## config.mk

```make
export PLATFORM = sky130hd
export DESIGN_NAME = ex_result_buffer_flat
export DESIGN_NICKNAME = d
export VERILOG_FILES = /design/src/rtl/ex_result_buffer_if.sv /design/src/rtl/ex_result_buffer.sv /design/src/flat_wrapper.sv
export SDC_FILE = /design/constraint.sdc
export NUM_CORES = 1
export LEC_CHECK = 0
export CELL_PAD_IN_SITES_DETAIL_PLACEMENT = 1
export CELL_PAD_IN_SITES_GLOBAL_PLACEMENT = 1
export CORE_MARGIN = 1.5
export CORE_UTILIZATION = 37
export CTS_CLUSTER_SIZE = 30
export DETAILED_ROUTE_END_ITERATION = 6
export GPL_ROUTABILITY_DRIVEN = 0
export PLACE_DENSITY_LB_ADDON = 0.1
export SYNTH_ARGS = -nofsm -noshare
export SYNTH_HDL_FRONTEND = slang
export SYNTH_SLANG_ARGS = --single-unit
```

## constraint.sdc

```tcl
create_clock -name CLK -period 3.9 [get_ports CLK]
set_input_delay 0.78 -clock CLK [delete_from_list [all_inputs] [get_ports CLK]]
set_output_delay 0.78 -clock CLK [all_outputs]
set_load 0.01 [all_outputs]
```

## src/rtl/ex_result_buffer_if.sv

```systemverilog
// Handshake bundle between execute (push side) and the memory stage (pop side)
// of ex_result_buffer.
interface ex_result_buffer_if;
    logic        in_valid;
    logic        in_ready;
    logic [31:0] in_result;
    logic        in_zero;
    logic        in_negative;
    logic        in_overflow;
    logic [4:0]  in_rd;
    logic        in_wen;
    logic [31:0] in_pc;

    logic        out_valid;
    logic        out_ready;
    logic [31:0] out_result;
    logic        out_zero;
    logic        out_negative;
    logic        out_overflow;
    logic [4:0]  out_rd;
    logic        out_wen;
    logic [31:0] out_pc;
    logic        out_trap;

    // The buffer itself.
    modport slave (
        input  in_valid, in_result, in_zero, in_negative, in_overflow,
               in_rd, in_wen, in_pc, out_ready,
        output in_ready, out_valid, out_result, out_zero, out_negative,
               out_overflow, out_rd, out_wen, out_pc, out_trap
    );

    // Execute and memory stage together, as seen from outside the buffer.
    modport master (
        output in_valid, in_result, in_zero, in_negative, in_overflow,
               in_rd, in_wen, in_pc, out_ready,
        input  in_ready, out_valid, out_result, out_zero, out_negative,
               out_overflow, out_rd, out_wen, out_pc, out_trap
    );
endinterface

```

## src/rtl/ex_result_buffer.sv

```systemverilog
// Elastic FIFO between the ALU and the memory stage, with a synchronous flush.
// Optional overflow trap tagging is enabled by defining EX_RESULT_BUFFER_OVF_TRAP_EN.
module ex_result_buffer #(
    parameter int DEPTH = 2
) (
    input  logic                     CLK,
    input  logic                     nRST,
    input  logic                     flush,
    ex_result_buffer_if.slave        bus,
    output logic [$clog2(DEPTH):0]   count
);
    localparam int AW = $clog2(DEPTH);
    localparam logic [AW:0] FULL_CNT = (AW+1)'(DEPTH);

    typedef struct packed {
        logic [31:0] result;
        logic        zero;
        logic        negative;
        logic        overflow;
        logic [4:0]  rd;
        logic        wen;
        logic [31:0] pc;
`ifdef EX_RESULT_BUFFER_OVF_TRAP_EN
        logic        trap;
`endif
    } entry_t;

    entry_t        mem_q [DEPTH];
    logic [AW-1:0] wp_q, wp_d;
    logic [AW-1:0] rp_q, rp_d;
    logic [AW:0]   count_q, count_d;

    logic   push, pop;
    entry_t wr_entry;
    entry_t head;

    // in_ready comes from registered occupancy only, so out_ready never reaches execute.
    assign bus.in_ready  = (count_q != FULL_CNT);
    assign bus.out_valid = (count_q != '0);
    assign count         = count_q;

    always_comb begin
        // NOTE: every combinational output gets a default first so no path leaves it unassigned (no latch).
        push     = bus.in_valid & bus.in_ready & ~flush;
        pop      = bus.out_valid & bus.out_ready & ~flush;
        wp_d     = wp_q;
        rp_d     = rp_q;
        count_d  = count_q;

        wr_entry          = '0;
        wr_entry.result   = bus.in_result;
        wr_entry.zero     = bus.in_zero;
        wr_entry.negative = bus.in_negative;
        wr_entry.overflow = bus.in_overflow;
        wr_entry.rd       = bus.in_rd;
        wr_entry.wen      = bus.in_wen;
        wr_entry.pc       = bus.in_pc;
`ifdef EX_RESULT_BUFFER_OVF_TRAP_EN
        wr_entry.trap     = bus.in_overflow & bus.in_wen;
`endif

        if (flush) begin
            wp_d    = '0;
            rp_d    = '0;
            count_d = '0;
        end else begin
            if (push) wp_d = wp_q + 1'b1;
            if (pop)  rp_d = rp_q + 1'b1;
            case ({push, pop})
                2'b10:   count_d = count_q + 1'b1;
                2'b01:   count_d = count_q - 1'b1;
                default: count_d = count_q;
            endcase
        end
    end

    // NOTE: sequential state uses non-blocking assignments so every register samples pre-edge values.
    always_ff @(posedge CLK or negedge nRST) begin
        if (!nRST) begin
            wp_q    <= '0;
            rp_q    <= '0;
            count_q <= '0;
        end else begin
            wp_q    <= wp_d;
            rp_q    <= rp_d;
            count_q <= count_d;
        end
    end

    // NOTE: storage is deliberately reset as well, so no stale payload survives a reset.
    always_ff @(posedge CLK or negedge nRST) begin
        if (!nRST) begin
            for (int i = 0; i < DEPTH; i++) mem_q[i] <= '0;
        end else if (push) begin
            mem_q[wp_q] <= wr_entry;
        end
    end

    // An empty buffer presents all-zero data rather than whatever sits at rp.
    assign head = bus.out_valid ? mem_q[rp_q] : '0;

    assign bus.out_result   = head.result;
    assign bus.out_zero     = head.zero;
    assign bus.out_negative = head.negative;
    assign bus.out_overflow = head.overflow;
    assign bus.out_rd       = head.rd;
    assign bus.out_pc       = head.pc;

`ifdef EX_RESULT_BUFFER_OVF_TRAP_EN
    // A trapping write is suppressed here so it never reaches the register file.
    assign bus.out_trap = head.trap;
    assign bus.out_wen  = head.wen & ~head.trap;
`else
    assign bus.out_trap = 1'b0;
    assign bus.out_wen  = head.wen;
`endif

endmodule

```

## src/flat_wrapper.sv

```systemverilog
// flat-port wrapper written by rule: the top's interface ports become plain ports
module ex_result_buffer_flat 
#(
    parameter int DEPTH = 2
)
  (CLK, nRST, flush, count, bus_in_valid, bus_in_result, bus_in_zero, bus_in_negative, bus_in_overflow, bus_in_rd, bus_in_wen, bus_in_pc, bus_out_ready, bus_in_ready, bus_out_valid, bus_out_result, bus_out_zero, bus_out_negative, bus_out_overflow, bus_out_rd, bus_out_wen, bus_out_pc, bus_out_trap);
  ex_result_buffer_if bus_i ();
  input  logic CLK;
  input  logic nRST;
  input  logic flush;
  output logic [$clog2(DEPTH):0] count;
  input wire logic [$bits(bus_i.in_valid)-1:0] bus_in_valid;
  input wire logic [$bits(bus_i.in_result)-1:0] bus_in_result;
  input wire logic [$bits(bus_i.in_zero)-1:0] bus_in_zero;
  input wire logic [$bits(bus_i.in_negative)-1:0] bus_in_negative;
  input wire logic [$bits(bus_i.in_overflow)-1:0] bus_in_overflow;
  input wire logic [$bits(bus_i.in_rd)-1:0] bus_in_rd;
  input wire logic [$bits(bus_i.in_wen)-1:0] bus_in_wen;
  input wire logic [$bits(bus_i.in_pc)-1:0] bus_in_pc;
  input wire logic [$bits(bus_i.out_ready)-1:0] bus_out_ready;
  output wire logic [$bits(bus_i.in_ready)-1:0] bus_in_ready;
  output wire logic [$bits(bus_i.out_valid)-1:0] bus_out_valid;
  output wire logic [$bits(bus_i.out_result)-1:0] bus_out_result;
  output wire logic [$bits(bus_i.out_zero)-1:0] bus_out_zero;
  output wire logic [$bits(bus_i.out_negative)-1:0] bus_out_negative;
  output wire logic [$bits(bus_i.out_overflow)-1:0] bus_out_overflow;
  output wire logic [$bits(bus_i.out_rd)-1:0] bus_out_rd;
  output wire logic [$bits(bus_i.out_wen)-1:0] bus_out_wen;
  output wire logic [$bits(bus_i.out_pc)-1:0] bus_out_pc;
  output wire logic [$bits(bus_i.out_trap)-1:0] bus_out_trap;
  assign bus_i.in_valid = bus_in_valid;
  assign bus_i.in_result = bus_in_result;
  assign bus_i.in_zero = bus_in_zero;
  assign bus_i.in_negative = bus_in_negative;
  assign bus_i.in_overflow = bus_in_overflow;
  assign bus_i.in_rd = bus_in_rd;
  assign bus_i.in_wen = bus_in_wen;
  assign bus_i.in_pc = bus_in_pc;
  assign bus_i.out_ready = bus_out_ready;
  assign bus_in_ready = bus_i.in_ready;
  assign bus_out_valid = bus_i.out_valid;
  assign bus_out_result = bus_i.out_result;
  assign bus_out_zero = bus_i.out_zero;
  assign bus_out_negative = bus_i.out_negative;
  assign bus_out_overflow = bus_i.out_overflow;
  assign bus_out_rd = bus_i.out_rd;
  assign bus_out_wen = bus_i.out_wen;
  assign bus_out_pc = bus_i.out_pc;
  assign bus_out_trap = bus_i.out_trap;
  ex_result_buffer #(.DEPTH(DEPTH)) u_core (.CLK(CLK), .nRST(nRST), .flush(flush), .bus(bus_i), .count(count));
endmodule
```

==> results.json <==
{
  "root_buffer": "clkbuf_16",
  "grt_pass1_vias": 5054,
  "h-tree-depth": 4,
  "synth_edf_count": 0,
  "cts_tree": "yes",
  "synth_simple_gate_area_share_pct": 5.14,
  "synth_area_per_cell_um2": 13.6,
  "dr.pass1.iters": 4,
  "areaGrowthSynthToFinish_pct": 34.4,
  "synth_top_family_by_area": "multiplexers",
  "switching_share_pct": 25.6,
  "track_usage_pct": 17.6,
  "setup_tns_ps": 0,
  "fin_crit_sh_pct": 81.6,
  "ant_nets": 0,
  "grt_start_max_net_pins": 120,
  "drv_cap": 0,
  "start_kind": "register",
  "net-switching-power_w": 0.00123,
  "synth_area_um2": 6750,
  "clk_pin_slew_ps": 60,
  "yosys-mux-area-fraction_pct": 35.3,
  "seqPwrFrac_pct": 44.7,
  "avgRoutedWirePerCell_um": 18.0,
  "cts-resized-gates": 0,
  "synth_area_leaders": "dfrtp_1 56%, mux2_2 23%, mux2i_1 11%",
  "insertion_delay_ps": 420,
  "n_antenna_cell": 0,
  "clkPwrFrac_pct": 33.1,
  "grt_overflow_total": 0,
  "outcome": "completed",
  "path_max_fanout": 57,
  "grt_pass1_wl_um": 26300,
  "pwr-share-comb_pct": 22.3,
  "synth_xor_area_share_pct": 0.130,
  "fp-row-count": 49,
  "drcViolationCount": 0,
  "ys.flop_type": "dfrtp_1",
  "cts.sinks": 150,
  "antenna_found_initial": 1,
  "drive_gt1_share_pct": 27.8,
  "core-area_um2": 17900,
  "start_util_pct": 37.7,
  "drt_iter0_markers": 104,
  "hold_violations": 0,
  "synth_fp_nets": 575,
  "fin_ws_ps": 716,
  "cts_setup_buffers": 0,
  "routed_wl_um": 16000,
  "synth_top_area_cell": "dfrtp_1",
  "p_leak_nw": 3.68,
  "hold_path_class": "reg -> reg",
  "worstMarginPinSlew_ps": 1080,
  "ys_ff_latch": 150,
  "port_buffers": 154,
  "vias": 4439,
  "synth-compound-area-share_pct": 0.668,
  "io-pin-count": 156,
  "worstSetupPathType": "reg -> out",
  "viasPerCell": 5.00,
  "synth_top_area_share_pct": 55.6,
  "synthArstFlopShare_pct": 100,
  "finalMaxSlewViolations": 0,
  "min_period_ps": 3180,
  "fp.dieArea_um2": 19100,
  "dpl.hpwl_um": 10200,
  "finalSetupViolCount": 0,
  "clk_path_buf_depth": 2,
  "synth_most_common_cell": "dfrtp_1",
  "synth.top_cells.by_count": "150 x dfrtp_1, 139 x mux2_2, 75 x nor2_1, 74 x mux2i_1, 14 x buf_2",
  "die_h_um": 138,
  "synth_fa_ha_area_share_pct": 0,
  "hold_buffers": 0,
  "fin_nets": 726,
  "cp-end-kind": "output pin",
  "synth.distinct_cells": 24,
  "cp.arrival_ps": 2400,
  "relSlewSlack_pct": 28.2,
  "die_width_um": 138,
  "yosysWarningCount": 0,
  "post-place-ws_ps": 1040,
  "synth_seq_area_share_pct": 55.6,
  "rsz0062_at_grt": "false",
  "peakVddDrop_mv": 0.309,
  "post-route-util_pct": 50.6,
  "power_density_nw_per_um2": 530,
  "p_int_w": 0.00357,
  "syn_inst": 497,
  "cts_buffers": 17,
  "fin_skew_ps": 9.37,
  "fmax_mhz": 314,
  "critical_path_required_ps": 3120
}
[kinds of logic (layout without fill, tap and decap cells)]
family,Yosys count,count (layout)
muxes,220,220
DFF,150,150
and+or+nand+nor,82,82
buffers and inverters,35,197
AOI/OAI and AO/OA,8,8
other,1,1
xor gates and xnor gates,1,1
[final timing paths]
check | from | to | slack (ps) | cells after the start
worst max-delay path | u_core.count[1] | bus_out_wen | 720 | 4
worst min-delay path | u_core.mem_q[118] | u_core.mem_q[118] | 480 | 1
worst max register to register | u_core.count[0] | u_core.mem_q[66] | 1820 | 5
worst min register to register | u_core.mem_q[118] | u_core.mem_q[118] | 480 | 1
max in group asynchronous | nRST | u_core.mem_q[17] | 2490 | 2
min in group asynchronous | nRST | u_core.mem_q[69] | 520 | 1
[stage by stage]
step	hold slack, ps	cell area (um^2)	power, W	cells
after global placement	466	8490	0.00318	858
after CTS	489	9070	0.00488	888
after detailed placement	475	8490	0.00326	858
final	484	9070	0.00481	888
after global routing	512	9070	0.00507	888
after floorplan	457	6750	0.00277	497
[flip-flops by register name, indices dropped and copies added, names as in the netlist]
signal        count
u_core.count      2
u_core.mem_q    146
u_core.rp_q       1
u_core.wp_q       1
[cell usage in the layout, fill, tap and decap left out, types with 2 or more instances in the layout]
| master | n |
|---|---|
| clkbuf_8 | 3 |
| nor2_1 | 74 |
| o21ai_0 | 2 |
| clkinvlp_4 | 3 |
| clkdlybuf4s50_1 | 153 |
| buf_4 | 8 |
| bufinv_16 | 2 |
| buf_12 | 2 |
| clkbuf_16 | 17 |
| inv_1 | 3 |
| dfrtp_1 | 149 |
| mux2_1 | 7 |
| clkinv_2 | 4 |
| mux2_2 | 139 |
| a21oi_1 | 4 |
| mux2i_1 | 74 |
[area by class of cell]
type                    count  area (um^2)
clock inverters             9          103
repair buffers            164         1640
fillers                  1789         8830
multi-input cells         312         2800
inverters                   3         11.3
flip-flops and latches    150         3760
well taps                 229          287
clock buffers              21          470
[layer usage]
layer  part of all wire (%)  vias up  wire [um]  global-route usage, %
li1                       -     2033          -                      -
met1                     42     2255       6690                   20.5
met2                     49      116       7870                   30.0
met3                    5.7       33        904                   5.75
met4                    3.0        2        471                   7.48
met5                  0.081        -         13                      0
[power groups by stage]
| stage | clock (W) | sequential, W | combinational, W |
|---|---|---|---|
| after global routing | 0.00170 | 0.00220 | 0.00117 |
| after detailed placement | 0 | 0.00217 | 0.00109 |
| after global placement | 0 | 0.00214 | 0.00104 |
| after floorplan | 0 | 0.00209 | 0.000673 |
| after CTS | 0.00163 | 0.00215 | 0.00109 |
| final | 0.00159 | 0.00215 | 0.00107 |
[worst max-delay path: stages (launching register included)]
cell and delay [ps]:
dfrtp_1 480, nor2_4 490, buf_12 340, nor2_1 90, clkdlybuf4s50_1 550
No activity file was read; power rests on OpenSTA's default activity.
